===== config.mk =====
export PLATFORM = sky130hd
export DESIGN_NAME = tick_sequencer_flat
export DESIGN_NICKNAME = d
export VERILOG_FILES = /design/src/rtl/tick_sequencer_pkg.sv /design/src/rtl/tick_sequencer_if.sv /design/src/rtl/tick_divider.sv /design/src/rtl/tick_sequencer.sv /design/src/flat_wrapper.sv
export SDC_FILE = /design/constraint.sdc
export NUM_CORES = 1
export LEC_CHECK = 0
export CORE_MARGIN = 2
export CORE_UTILIZATION = 30
export CTS_CLUSTER_SIZE = 20
export DETAILED_ROUTE_END_ITERATION = 10
export PLACE_DENSITY_LB_ADDON = 0.3
export SYNTH_ARGS = -nofsm -noshare
export SYNTH_HDL_FRONTEND = slang
export SYNTH_SLANG_ARGS = --single-unit

===== constraint.sdc =====
create_clock -name clk -period 5.1 [get_ports clk]
set_input_delay 0.51 -clock clk [delete_from_list [all_inputs] [get_ports clk]]
set_output_delay 0.51 -clock clk [all_outputs]
set_load 0.02 [all_outputs]

===== src/rtl/tick_sequencer_pkg.sv =====
// Shared constants and types for the tick sequencer and its divider.
package tick_sequencer_pkg;

  localparam logic [1:0] ST_IDLE = 2'd0;
  localparam logic [1:0] ST_RUN  = 2'd1;
  localparam logic [1:0] ST_DONE = 2'd2;

  localparam int unsigned PERIOD_W = 8;
  localparam int unsigned REPS_W   = 8;

  localparam logic [REPS_W-1:0] END_MARK = '0;

  typedef enum logic [1:0] {
    StIdle = ST_IDLE,
    StRun  = ST_RUN,
    StDone = ST_DONE
  } state_e;

  // Terminal count for a period; 0 wraps to 255 so that period 0 means 256.
  function automatic logic [PERIOD_W-1:0] period_last(input logic [PERIOD_W-1:0] period);
    return period - PERIOD_W'(1);
  endfunction

endpackage


===== src/rtl/tick_sequencer_if.sv =====
// Config, control and status bundle between the user side and the tick sequencer.
interface tick_sequencer_if #(
  parameter int unsigned ADDR_W = 2,
  parameter int unsigned CNT_W  = 7
);

  logic              cfg_we;
  logic [ADDR_W-1:0] cfg_addr;
  logic [7:0]        cfg_period;
  logic [7:0]        cfg_reps;
  logic              start;
  logic              stop;
  logic              loop_en;
  logic              tick;
  logic              busy;
  logic              done;
  logic [ADDR_W-1:0] step_idx;
  logic [CNT_W-1:0]  tick_count;

  modport master (
    output cfg_we, cfg_addr, cfg_period, cfg_reps, start, stop, loop_en,
    input  tick, busy, done, step_idx, tick_count
  );

  modport slave (
    input  cfg_we, cfg_addr, cfg_period, cfg_reps, start, stop, loop_en,
    output tick, busy, done, step_idx, tick_count
  );

endinterface


===== src/rtl/tick_divider.sv =====
// Free-running 8-bit counter with synchronous clear and a terminal-count compare.
module tick_divider
  import tick_sequencer_pkg::*;
(
  input  logic                clk,
  input  logic                rst_n,
  input  logic                clr_i,
  input  logic                en_i,
  input  logic [PERIOD_W-1:0] period_i,
  output logic                match_o
);

  logic [PERIOD_W-1:0] cnt_q, cnt_d;

  always_comb begin
    cnt_d = cnt_q;
    if (clr_i) begin
      cnt_d = '0;
    end else if (en_i) begin
      cnt_d = cnt_q + PERIOD_W'(1);
    end
  end

  always_ff @(posedge clk or negedge rst_n) begin
    if (!rst_n) begin
      cnt_q <= '0;
    end else begin
      cnt_q <= cnt_d;
    end
  end

  assign match_o = (cnt_q == period_last(period_i));

endmodule


===== src/rtl/tick_sequencer.sv =====
// Table-driven tick scheduler: walks (period, reps) entries and emits one-cycle ticks.
module tick_sequencer
  import tick_sequencer_pkg::*;
#(
  parameter int unsigned DEPTH  = 4,
  parameter int unsigned ADDR_W = 2,
  parameter int unsigned CNT_W  = 7
) (
  input logic              clk,
  input logic              rst_n,
  tick_sequencer_if.slave  bus
);

  localparam logic [ADDR_W:0] DepthV = (ADDR_W+1)'(DEPTH);

  logic [PERIOD_W-1:0] period_q [DEPTH];
  logic [REPS_W-1:0]   reps_q   [DEPTH];

  state_e              state_q, state_d;
  logic [ADDR_W-1:0]   step_q, step_d;
  logic [REPS_W-1:0]   rep_q, rep_d;
  logic [CNT_W-1:0]    tcnt_q, tcnt_d;
  logic [PERIOD_W-1:0] act_p_q, act_p_d;
  logic [REPS_W-1:0]   act_r_q, act_r_d;

  logic                match;
  logic                tick;
  logic                div_clr;
  logic                load_en;
  logic [ADDR_W-1:0]   load_idx;
  logic [ADDR_W:0]     nxt;

  always_ff @(posedge clk or negedge rst_n) begin
    if (!rst_n) begin
      for (int i = 0; i < DEPTH; i++) begin
        period_q[i] <= '0;
        reps_q[i]   <= '0;
      end
    end else if (bus.cfg_we) begin
      period_q[bus.cfg_addr] <= bus.cfg_period;
      reps_q[bus.cfg_addr]   <= bus.cfg_reps;
    end
  end

  // Counter runs only in RUN; every tick, stop or non-RUN cycle restarts it at 0.
  assign div_clr = (state_q != StRun) | match | bus.stop;

  tick_divider u_div (
    .clk      (clk),
    .rst_n    (rst_n),
    .clr_i    (div_clr),
    .en_i     (1'b1),
    .period_i (act_p_q),
    .match_o  (match)
  );

  always_comb begin
    state_d  = state_q;
    step_d   = step_q;
    rep_d    = rep_q;
    tcnt_d   = tcnt_q;
    act_p_d  = act_p_q;
    act_r_d  = act_r_q;
    tick     = 1'b0;
    load_en  = 1'b0;
    load_idx = '0;
    nxt      = {1'b0, step_q} + (ADDR_W+1)'(1);

    unique case (state_q)
      StIdle: begin
        if (bus.start && !bus.stop) begin
          if (reps_q[0] != END_MARK) begin
            state_d = StRun;
            tcnt_d  = '0;
            load_en = 1'b1;
          end else begin
            state_d = StDone;
          end
        end
      end
      StRun: begin
        if (bus.stop) begin
          state_d = StIdle;
          rep_d   = '0;
        end else if (match) begin
          tick   = 1'b1;
          tcnt_d = tcnt_q + CNT_W'(1);
          if ((REPS_W+1)'(rep_q) + (REPS_W+1)'(1) < (REPS_W+1)'(act_r_q)) begin
            rep_d = rep_q + REPS_W'(1);
          end else if (nxt != DepthV && reps_q[nxt[ADDR_W-1:0]] != END_MARK) begin
            load_en  = 1'b1;
            load_idx = nxt[ADDR_W-1:0];
          end else if (bus.loop_en && reps_q[0] != END_MARK) begin
            load_en = 1'b1;
          end else begin
            state_d = StDone;
            rep_d   = '0;
          end
        end
      end
      StDone: begin
        state_d = StIdle;
      end
      default: begin
        state_d = StIdle;
      end
    endcase

    // Entry load snapshots the table so later writes only land on the next load.
    if (load_en) begin
      step_d  = load_idx;
      rep_d   = '0;
      act_p_d = period_q[load_idx];
      act_r_d = reps_q[load_idx];
    end
  end

  always_ff @(posedge clk or negedge rst_n) begin
    if (!rst_n) begin
      state_q <= StIdle;
      step_q  <= '0;
      rep_q   <= '0;
      tcnt_q  <= '0;
      act_p_q <= '0;
      act_r_q <= '0;
    end else begin
      state_q <= state_d;
      step_q  <= step_d;
      rep_q   <= rep_d;
      tcnt_q  <= tcnt_d;
      act_p_q <= act_p_d;
      act_r_q <= act_r_d;
    end
  end

  assign bus.tick       = tick;
  assign bus.busy       = (state_q == StRun);
  assign bus.done       = (state_q == StDone);
  assign bus.step_idx   = step_q;
  assign bus.tick_count = tcnt_q;

endmodule


===== src/flat_wrapper.sv =====
// flat-port wrapper written by rule: the top's interface ports become plain ports
module tick_sequencer_flat import tick_sequencer_pkg::*;
#(
  parameter int unsigned DEPTH  = 4,
  parameter int unsigned ADDR_W = 2,
  parameter int unsigned CNT_W  = 7
)
  (clk, rst_n, bus_cfg_we, bus_cfg_addr, bus_cfg_period, bus_cfg_reps, bus_start, bus_stop, bus_loop_en, bus_tick, bus_busy, bus_done, bus_step_idx, bus_tick_count);
  tick_sequencer_if #(.ADDR_W(ADDR_W), .CNT_W(CNT_W)) bus_i ();
  input logic clk;
  input logic rst_n;
  input wire logic [$bits(bus_i.cfg_we)-1:0] bus_cfg_we;
  input wire logic [$bits(bus_i.cfg_addr)-1:0] bus_cfg_addr;
  input wire logic [$bits(bus_i.cfg_period)-1:0] bus_cfg_period;
  input wire logic [$bits(bus_i.cfg_reps)-1:0] bus_cfg_reps;
  input wire logic [$bits(bus_i.start)-1:0] bus_start;
  input wire logic [$bits(bus_i.stop)-1:0] bus_stop;
  input wire logic [$bits(bus_i.loop_en)-1:0] bus_loop_en;
  output wire logic [$bits(bus_i.tick)-1:0] bus_tick;
  output wire logic [$bits(bus_i.busy)-1:0] bus_busy;
  output wire logic [$bits(bus_i.done)-1:0] bus_done;
  output wire logic [$bits(bus_i.step_idx)-1:0] bus_step_idx;
  output wire logic [$bits(bus_i.tick_count)-1:0] bus_tick_count;
  assign bus_i.cfg_we = bus_cfg_we;
  assign bus_i.cfg_addr = bus_cfg_addr;
  assign bus_i.cfg_period = bus_cfg_period;
  assign bus_i.cfg_reps = bus_cfg_reps;
  assign bus_i.start = bus_start;
  assign bus_i.stop = bus_stop;
  assign bus_i.loop_en = bus_loop_en;
  assign bus_tick = bus_i.tick;
  assign bus_busy = bus_i.busy;
  assign bus_done = bus_i.done;
  assign bus_step_idx = bus_i.step_idx;
  assign bus_tick_count = bus_i.tick_count;
  tick_sequencer #(.DEPTH(DEPTH), .ADDR_W(ADDR_W), .CNT_W(CNT_W)) u_core (.clk(clk), .rst_n(rst_n), .bus(bus_i));
endmodule

==> results of run 1 <==
==> logic make-up (layout without fill, tap and decap cells) <==
kind of cell,Yosys count,in the layout,synth area share
simple gates,126,126,0.123
flops,107,107,0.495
mux,84,84,0.174
compound gates,76,76,0.112
buf+inv,34,73,0.0287
xor+xnor,24,24,0.0402
fa+ha+maj,12,12,0.0277
==> cell usage in the layout, fill, tap and decap left out, drive strengths merged, types with 16 or more instances in the layout <==
cell type      netlist  layout
inv                 16      20
nand3               21      21
a31oi               21      21
dfrtp              107     107
clkdlybuf4s50        0      34
a22oi               16      16
nor2                33      33
nand2               28      28
mux2                80      80
==> sequential cells by signal, indices dropped and copies added, names as in the netlist <==
| register | flops |
|---|---|
| u_core.state_q | 2 |
| u_core.bus.tick_count | 7 |
| u_core.bus.step_idx | 2 |
| u_core.act_p_q | 8 |
| u_core.rep_q | 8 |
| u_core.period_q | 32 |
| u_core.reps_q | 32 |
| u_core.act_r_q | 8 |
| u_core.u_div.cnt_q | 8 |
==> power groups by stage <==
stage / Clock (mW) / Sequential, mW / Combinational [mW]
5_1_grt: 0.768 / 1.16 / 0.540
4_1_cts: 0.741 / 1.14 / 0.484
3_3_place_gp: 0 / 1.15 / 0.468
3_5_place_dp: 0 / 1.16 / 0.481
6_report: 0.716 / 1.14 / 0.476
2_1_floorplan: 0 / 1.11 / 0.357
==> layer usage <==
layer / part of all wire / track usage
met1: 0.49 / 0.177
met2: 0.46 / 0.200
met3: 0.035 / 0.0270
met4: 0.017 / 0.0473
met5: 0 / 0
==> critical path: stages (launching register included) <==
cell	delay, ps
dfrtp_1	410
ha_1	250
nand3_1	180
o21ai_0	300
nand2_1	110
ha_1	210
a2111oi_0	560
o2bb2ai_1	200
a31oi_1	90
a31oi_1	220
or3b_1	680
a22oi_1	200
a31oi_1	230
==> final cells by class <==
type                       count  area [um^2]
inverter                      17         65.1
tap                          229          287
timing repair buffer          40          385
fill                        1753        11500
sequential                   107         2680
clock inverter                 6         70.1
clock buffer                  10          229
multi-input combinational    322         2590
==> per-stage QoR <==
step	total power, mW	utilization	hold slack, ps	instance area, um^2	cells
after floorplan	1.47	-	214	5410	463
after global placement	1.62	0.337	482	6010	715
after detailed placement	1.64	0.337	492	6010	715
after CTS	2.36	0.353	270	6300	731
after global routing	2.47	0.353	331	6300	731
final	2.33	0.353	241	6300	731
==> worst min-delay path by stage <==
stage,endpoint,slack (ps),start,depth (start not counted)
4_1_cts,u_core.period_q[5],270,rst_n,1
6_report,u_core.period_q[5],240,rst_n,1
3_3_place_gp,u_core.period_q[15],480,u_core.period_q[15],1
2_1_floorplan,u_core.act_p_q[0],210,rst_n,0
3_5_place_dp,u_core.period_q[15],490,u_core.period_q[15],1
5_1_grt,u_core.period_q[5],330,rst_n,1
==> results.sh, run 1 <==
export IMPL_antenna_cells=0
export IMPL_grt_max_degree=68
export IMPL_min_path_type="in2async"
export IMPL_finish_net_count=533
export IMPL_worstPathMaxFanout=16
export IMPL_vdd_drop_max_uv=210
export IMPL_clk_pin_slew_worst_paths_ps=70
export IMPL_wl_per_cell_um=16.0
export IMPL_place_hpwl_mm=8.30
export IMPL_grt_first_pass_wirelength_mm=19.9
export IMPL_clock_latency_ps=360
export IMPL_swShare=0.294
export IMPL_synth_seq_cells=107
export IMPL_start_util=0.303
export IMPL_first_global_vias=3807
export IMPL_finalHoldViolCount=0
export IMPL_vias=3696
export IMPL_routed_wl_mm=11.7
export IMPL_p_int_mw=1.65
export IMPL_timing_rr_end="u_core.act_p_q[5]"
export IMPL_die_h_um=138
export IMPL_synth_cell_types=60
export IMPL_drc=0
export IMPL_setup_viol=0
export IMPL_r2r_start="u_core.rep_q[0]"
export IMPL_required_ps=5380
export IMPL_yosys_warnings=0
export IMPL_synthCells=463
export IMPL_synth_seq_area_share=0.495
export IMPL_endpoint_kind="flop"
export IMPL_cts_sinks=107
export IMPL_finalSetupTns_ps=0
export IMPL_h_tree_depth=3
export IMPL_leakagePower_nw=2.66
export IMPL_final_max_slew_viol_count=0
export IMPL_worstSetupPathType="reg2reg"
export IMPL_cap_violations=0
export IMPL_drive_gt1_frac=0.251
export IMPL_cts_resized=0
export IMPL_slew_headroom=0.358
export IMPL_endpoint="u_core.act_p_q[5]"
export IMPL_die_area_um2=19100
export IMPL_grt_overflow=0
export IMPL_skew_ps=9.45
export IMPL_drtIter0Drc=181
export IMPL_crit_start="u_core.rep_q[0]"
export IMPL_synth_top_cell_by_area="dfrtp_1"
export IMPL_cts_buffer_depth=2
export IMPL_seqPwrFrac=0.489
export IMPL_cts_root_buf="clkbuf_16"
export IMPL_die_w_um=138
export IMPL_status="finished clean"
export IMPL_antenna_left=0
export IMPL_avgSynthCellArea_um2=11.7
export IMPL_switching_power_mw=0.686
export IMPL_tightest_slew_ps=960
export IMPL_synth_most_common_cell="dfrtp_1"
export IMPL_antenna_found_initial=0
export IMPL_r2r_cells=12
export IMPL_post_cts_buffers=0
export IMPL_via_per_inst=5.06
export IMPL_rsz0062_at_grt="no"
export IMPL_gp_congestion=0.863
export IMPL_dpl_worst_slack_ps=1390
export IMPL_layout_worst_path_cycle_share=0.728
export IMPL_netlist_area_um2=5410
export IMPL_grt_usage=0.129
export IMPL_r2r_setup_slack_ps=1390
export IMPL_worst_slack_ps=1390
export IMPL_worstPathArrival_ps=3990
export IMPL_io_pins=36
export IMPL_powerDensity_nw_per_um2=370
export IMPL_fin_crit_ps=3710
export IMPL_area_delta_synth_final_pct=16.5
export IMPL_clkPwrFrac=0.307
export IMPL_io_buffers=35
export IMPL_numCtsBuffers=9
export IMPL_tritoncts="done"
export IMPL_p_comb_frac=0.204
export IMPL_netlist_area_leader_share=0.495
export IMPL_syn_num_nets=499
export IMPL_yosys_top_cells_area="dfrtp_1, mux2_2, ha_1"
export IMPL_synth_top_flop_cell="dfrtp_1"
export IMPL_hold_buffers=0
export IMPL_drtPass1Iterations=4
export IMPL_synthTopCellsByCount="dfrtp_1, mux2_2, nor2_1"
export IMPL_core_area_um2=17800
export IMPL_crit_path_start_kind="flop"
export IMPL_synthArstFlopShare=1.00
export IMPL_rows=49
export IMPL_clock_fmax_ghz=0.269
export IMPL_synth_edf_count=0
Power figures use the tool's default switching activity.
==> inputs of run 2 (changes only) <==
- clock period: 5.1 -> 3 ns (I/O delays scaled with it)
==> run 2 against run 1 <==
Clock skew grew 4.4 ps. Critical endpoint is now u_core.act_r_q[3]. Design area rose by 5.6%. Combinational power grew 83%. Largest power group unchanged. Sequential power grew 69%. Largest cell class is now multi-input combinational cells. Non-clock buffer count up 25.
==> results.sh, run 2 (synthesis results as in run 1) <==
export IMPL_endpoint_kind="flop"
export IMPL_cap_violations=0
export IMPL_via_per_inst=5.01
export IMPL_vias=3786
export IMPL_critical_path_slowest_cell="dfrtp_1"
export IMPL_setup_viol=0
export IMPL_start_util=0.303
export IMPL_powerDensity_nw_per_um2=591
export IMPL_clk_pin_slew_worst_paths_ps=80
export IMPL_gp_congestion=0.841
export IMPL_grt_first_pass_wirelength_mm=20.7
export IMPL_area_delta_synth_final_pct=23.0
export IMPL_place_hpwl_mm=8.51
export IMPL_clkPwrFrac=0.290
export IMPL_finalHoldViolCount=0
export IMPL_mostFrequentLayoutCell="dfrtp_1"
export IMPL_finalPower_mw=3.94
export IMPL_first_global_vias=3971
export IMPL_rows=49
export IMPL_cts_root_buf="clkbuf_16"
export IMPL_tritoncts="done"
export IMPL_routed_wl_mm=12.3
export IMPL_dpl_worst_slack_ps=-61.5
export IMPL_antenna_cells=0
export IMPL_drtPass1Iterations=4
export IMPL_grt_usage=0.134
export IMPL_antenna_found_initial=0
export IMPL_p_comb_frac=0.221
export IMPL_grt_overflow=0
export IMPL_path_cells="ha_2 > nand3_4 > or3_4 > nand2_1 > ha_4 > o21a_1 > o2bb2ai_2 > a31oi_2 > a31oi_2 > buf_4 > nor4bb_4 > buf_6 > nand2_1 > a31oi_1"
export IMPL_swShare=0.302
export IMPL_cts_buffer_depth=2
export IMPL_placed_area_um2=6220
export IMPL_antenna_left=0
export IMPL_worst_slack_ps=73.5
export IMPL_switching_power_mw=1.19
export IMPL_skew_ps=13.8
export IMPL_worstPathMaxFanout=8
export IMPL_tightest_slew_ps=760
export IMPL_largestRegisters="u_core.period_q x32, u_core.reps_q x32"
export IMPL_final_max_slew_viol_count=0
export IMPL_io_pins=36
export IMPL_finish_net_count=558
export IMPL_status="finished clean"
export IMPL_instances_no_fill=756
export IMPL_numCtsBuffers=9
export IMPL_core_area_um2=17800
export IMPL_crit_path_start_kind="flop"
export IMPL_min_path_type="in2async"
export IMPL_layout_worst_path_cycle_share=0.976
export IMPL_clock_latency_ps=360
export IMPL_wl_per_cell_um=16.3
export IMPL_clock_fmax_ghz=0.342
export IMPL_worstSetupPathType="reg2reg"
export IMPL_dp_cells=734
export IMPL_postLayoutCoreUtil=0.373
export IMPL_h_tree_depth=3
export IMPL_worstPathArrival_ps=3200
export IMPL_slew_headroom=0.491
export IMPL_stdcell_area_um2=6660
export IMPL_leakagePower_nw=2.80
export IMPL_cts_sinks=107
export IMPL_fin_crit_ps=2930
export IMPL_vdd_drop_max_uv=357
export IMPL_grt_max_degree=65
export IMPL_io_buffers=35
export IMPL_required_ps=3270
export IMPL_drtIter0Drc=226
export IMPL_layout_common_cells="dfrtp_1, mux2_2, clkdlybuf4s50_1"
export IMPL_drive_gt1_frac=0.309
export IMPL_seqPwrFrac=0.490
export IMPL_die_area_um2=19100
export IMPL_die_h_um=138
export IMPL_drc=0
export IMPL_slowest_delay_ps=390
export IMPL_die_w_um=138
export IMPL_p_int_mw=2.75
-- run 2: cell count changes in the layout (fill, tap and decap cells not counted), sizes merged --
cell / change
buf: +24
clkinvlp: +1
clkdlybuf4s50: -1
inv: -1
clkbuf: +1
dlygate4sd3: +1
dlygate4sd2: +1
bufinv: -1
-- run 2: worst max-delay path: cells and delay by family, from the launching register on --
kind                     cells  cell delay [ps]
AO/OA/AOI/OAI                5              660
AND/OR/NAND/NOR              5             1020
buffers and inverters        2              380
adder cells (fa/ha/maj)      2              390
flip-flops                   1              390
-- run 2: final timing paths --
| path | start | to | slack [ps] | cells after the start |
|---|---|---|---|---|
| min in group clk | u_core.period_q[15] | u_core.period_q[15] | 510 | 1 |
| max in group asynchronous | rst_n | u_core.rep_q[1] | 1770 | 3 |
| worst min-delay path | rst_n | u_core.period_q[11] | 480 | 2 |
| worst min register to register | u_core.period_q[15] | u_core.period_q[15] | 510 | 1 |
| worst max register to register | u_core.rep_q[0] | u_core.act_r_q[3] | 70 | 14 |
| worst max-delay path | u_core.rep_q[0] | u_core.act_r_q[3] | 70 | 14 |
-- run 2: what timing repair did --
item / 4_1_cts / 5_1_grt
buffers inserted: 0 / 4
endpoints found under the setup margin: 18 / 19
gates resized for setup: 5 / 21
pin swaps: 0 / 5
gates cloned: 0 / 1
hold buffers: 1 / 0
endpoints found under the hold margin: 43 / 0
-- run 2: area by class of cell --
| type | instances | area (um^2) |
|---|---|---|
| fillers | 1718 | 11200 |
| multi-input cells | 322 | 2710 |
| flip-flops and latches | 107 | 2680 |
| repair buffers | 65 | 644 |
| well taps | 229 | 287 |
| clock buffers | 11 | 233 |
| inverters | 17 | 65.1 |
| clock inverters | 5 | 45.0 |
-- run 2: through the flow --
| step | TNS, ps | hold WS, ps |
|---|---|---|
| after detailed placement | -729 | 337 |
| after CTS | 0 | 493 |
| after global routing | -938 | 524 |
| after floorplan | 0 | 4.41 |
| final | 0 | 476 |
| after global placement | 0 | 331 |
-- run 2: layer usage --
metal,GRT usage,vias to the layer above,share of wire
met3,0.0256,15,0.027
met5,0,-,0
met1,0.182,1898,0.49
met2,0.215,59,0.47
li1,-,1814,-
met4,0.0456,0,0.016
-- run 2: power groups by stage --
stage / combinational [mW] / clock (mW) / sequential [mW]
floorplan: 0.607 / 0 / 1.89
detailed placement: 0.855 / 0 / 1.95
global route: 0.983 / 1.24 / 1.96
CTS: 0.867 / 1.17 / 1.93
finish: 0.869 / 1.14 / 1.93
global placement: 0.830 / 0 / 1.95
==> inputs of run 3 (changes only) <==
- CORE_ASPECT_RATIO: not set -> 1.4
==> run 3 against run 2 <==
Sequential cell count is the same. Routed wire length shrank 1.2%. Total power shrank 0.52%. Die area is essentially flat. Critical path type unchanged. Largest cell class unchanged.
==> results.sh, run 3 (synthesis results as in run 1) <==
export IMPL_status="finished clean"
export IMPL_vias=3776
export IMPL_worstSetupPathType="reg2reg"
export IMPL_tritoncts="done"
export IMPL_core_area_um2=17900
export IMPL_leakagePower_nw=2.83
export IMPL_die_h_um=163
export IMPL_place_hpwl_mm=8.89
export IMPL_whs_ps=0.518
export IMPL_setup_viol=0
export IMPL_drive_gt1_frac=0.340
export IMPL_grt_overflow=0
export IMPL_drc=0
export IMPL_grt_first_pass_wirelength_mm=20.4
export IMPL_finalHoldViolCount=0
export IMPL_tightest_slew_ps=721
export IMPL_finalSetupTns_ps=0
export IMPL_antenna_left=0
export IMPL_cap_violations=0
export IMPL_postLayoutCoreUtil=0.376
export IMPL_layout_common_cells="dfrtp_1, mux2_2, clkdlybuf4s50_1"
export IMPL_cts_buffer_depth=2
export IMPL_path_cells="and3_4 > and3_4 > and3_4 > xor2_4 > ha_4 > o21a_1 > o2bb2ai_2 > a31oi_2 > a31oi_2 > buf_4 > buf_6 > nor4bb_4 > buf_6 > nand2_2 > a31oi_2"
export IMPL_critical_path_slowest_cell="dfrtp_1"
export IMPL_grt_max_degree=57
export IMPL_worstPathArrival_ps=3260
export IMPL_powerDensity_nw_per_um2=583
export IMPL_rows=58
export IMPL_start_util=0.303
export IMPL_clock_latency_ps=350
export IMPL_h_tree_depth=3
export IMPL_clk_pin_slew_worst_paths_ps=70
export IMPL_via_per_inst=4.92
export IMPL_grt_use_met2=0.242
export IMPL_finalPower_mw=3.91
export IMPL_slowest_delay_ps=400
export IMPL_final_max_slew_viol_count=0
export IMPL_crit_path_start_kind="flop"
export IMPL_io_buffers=35
export IMPL_worstPathMaxFanout=8
export IMPL_mostFrequentLayoutCell="dfrtp_1"
export IMPL_numCtsBuffers=9
export IMPL_rsz0062_at_grt="yes"
export IMPL_grt_use_met1=0.154
export IMPL_io_pins=36
export IMPL_antenna_cells=0
export IMPL_area_delta_synth_final_pct=24.1
export IMPL_skew_ps=7.12
export IMPL_nFillCells=1793
export IMPL_first_global_vias=4042
export IMPL_antenna_found_initial=0
export IMPL_crit_buf_inv=3
export IMPL_cts_sinks=107
export IMPL_slew_headroom=0.519
export IMPL_die_w_um=118
export IMPL_die_area_um2=19100
export IMPL_required_ps=3270
export IMPL_top_usage_layer="met2"
export IMPL_drtPass1Iterations=4
export IMPL_wl_per_cell_um=15.9
export IMPL_clock_fmax_ghz=0.334
export IMPL_finish_net_count=558
export IMPL_cts_root_buf="clkbuf_16"
export IMPL_routed_wl_mm=12.2
export IMPL_fin_crit_ps=2990
export IMPL_largestRegisters="u_core.period_q x32, u_core.reps_q x32"
export IMPL_gp_congestion=0.842
export IMPL_gr_usage_met3=0.0193
export IMPL_drtIter0Drc=124
export IMPL_hold_buffers=0
export IMPL_min_path_type="in2async"
export IMPL_layout_worst_path_cycle_share=0.998
export IMPL_vdd_drop_max_uv=260
export IMPL_grt_usage=0.131
export IMPL_endpoint_kind="flop"
export IMPL_critPathTopFamily="simple AND/OR/NAND/NOR gates"
-- run 3: changes by cell type in the layout (fill, tap and decap cells not counted), moves of 2 or more --
cell	previous run	this run
nand2_1	28	17
nand2_2	0	11
xnor2_1	11	9
xnor2_2	1	3
-- run 3: worst reg2reg max path, stage by stage (launching register included) --
cell,delay (ps)
dfrtp_1,400
and3_4,190
and3_4,170
and3_4,190
xor2_4,160
ha_4,270
o21a_1,120
o2bb2ai_2,60
a31oi_2,220
a31oi_2,80
buf_4,170
buf_6,110
nor4bb_4,370
buf_6,200
nand2_2,60
a31oi_2,170
-- run 3: per-layer routing --
layer / up-vias / wire, um
li1: 1817 / -
met4: 0 / 167
met3: 11 / 282
met2: 60 / 6510
met1: 1888 / 5210
met5: - / 0
-- run 3: layout make-up --
cell class                 count  area [um^2]  area share
multi-input combinational    322         2760       0.411
tap                          240          300      0.0447
sequential                   107         2680       0.399
clock buffer                  10          229      0.0341
inverter                      17         65.1     0.00969
timing repair buffer          65          637      0.0948
clock inverter                 6         48.8     0.00726
-- run 3: repair_timing --
| item | CTS | global route |
|---|---|---|
| endpoints found under the setup margin | 16 | 19 |
| gates resized for setup | 12 | 28 |
| pin swaps | 10 | 26 |
| cloned | 1 | 0 |
| setup buffers | 0 | 4 |
-- run 3: per-stage QoR --
step | worst slack (ps) | instances | cell area, um^2
global placement | 14.4 | 746 | 6230
detailed placement | -125 | 746 | 6230
floorplan | 46.8 | 463 | 5420
finish | 6.47 | 767 | 6720
CTS | 1.81 | 763 | 6560
global route | -153 | 767 | 6720
-- run 3: worst paths after layout --
| path | end | slack (ps) | cells past startpoint | start |
|---|---|---|---|---|
| max | u_core.act_p_q[1] | 6 | 15 | u_core.rep_q[4] |
| min | u_core.period_q[10] | 0.5 | 1 | rst_n |
| max reg2reg | u_core.act_p_q[1] | 6 | 15 | u_core.rep_q[4] |
| min reg2reg | u_core.period_q[2] | 510 | 1 | u_core.period_q[2] |
| max in group asynchronous | u_core.rep_q[6] | 2250 | 2 | rst_n |
| min in group clk | u_core.period_q[2] | 510 | 1 | u_core.period_q[2] |
-- run 3: power breakdown --
group          total (mW)  internal, mW  switching (mW)
registers            1.93          1.71           0.227
clock network        1.12         0.573           0.549
logic               0.860         0.458           0.402
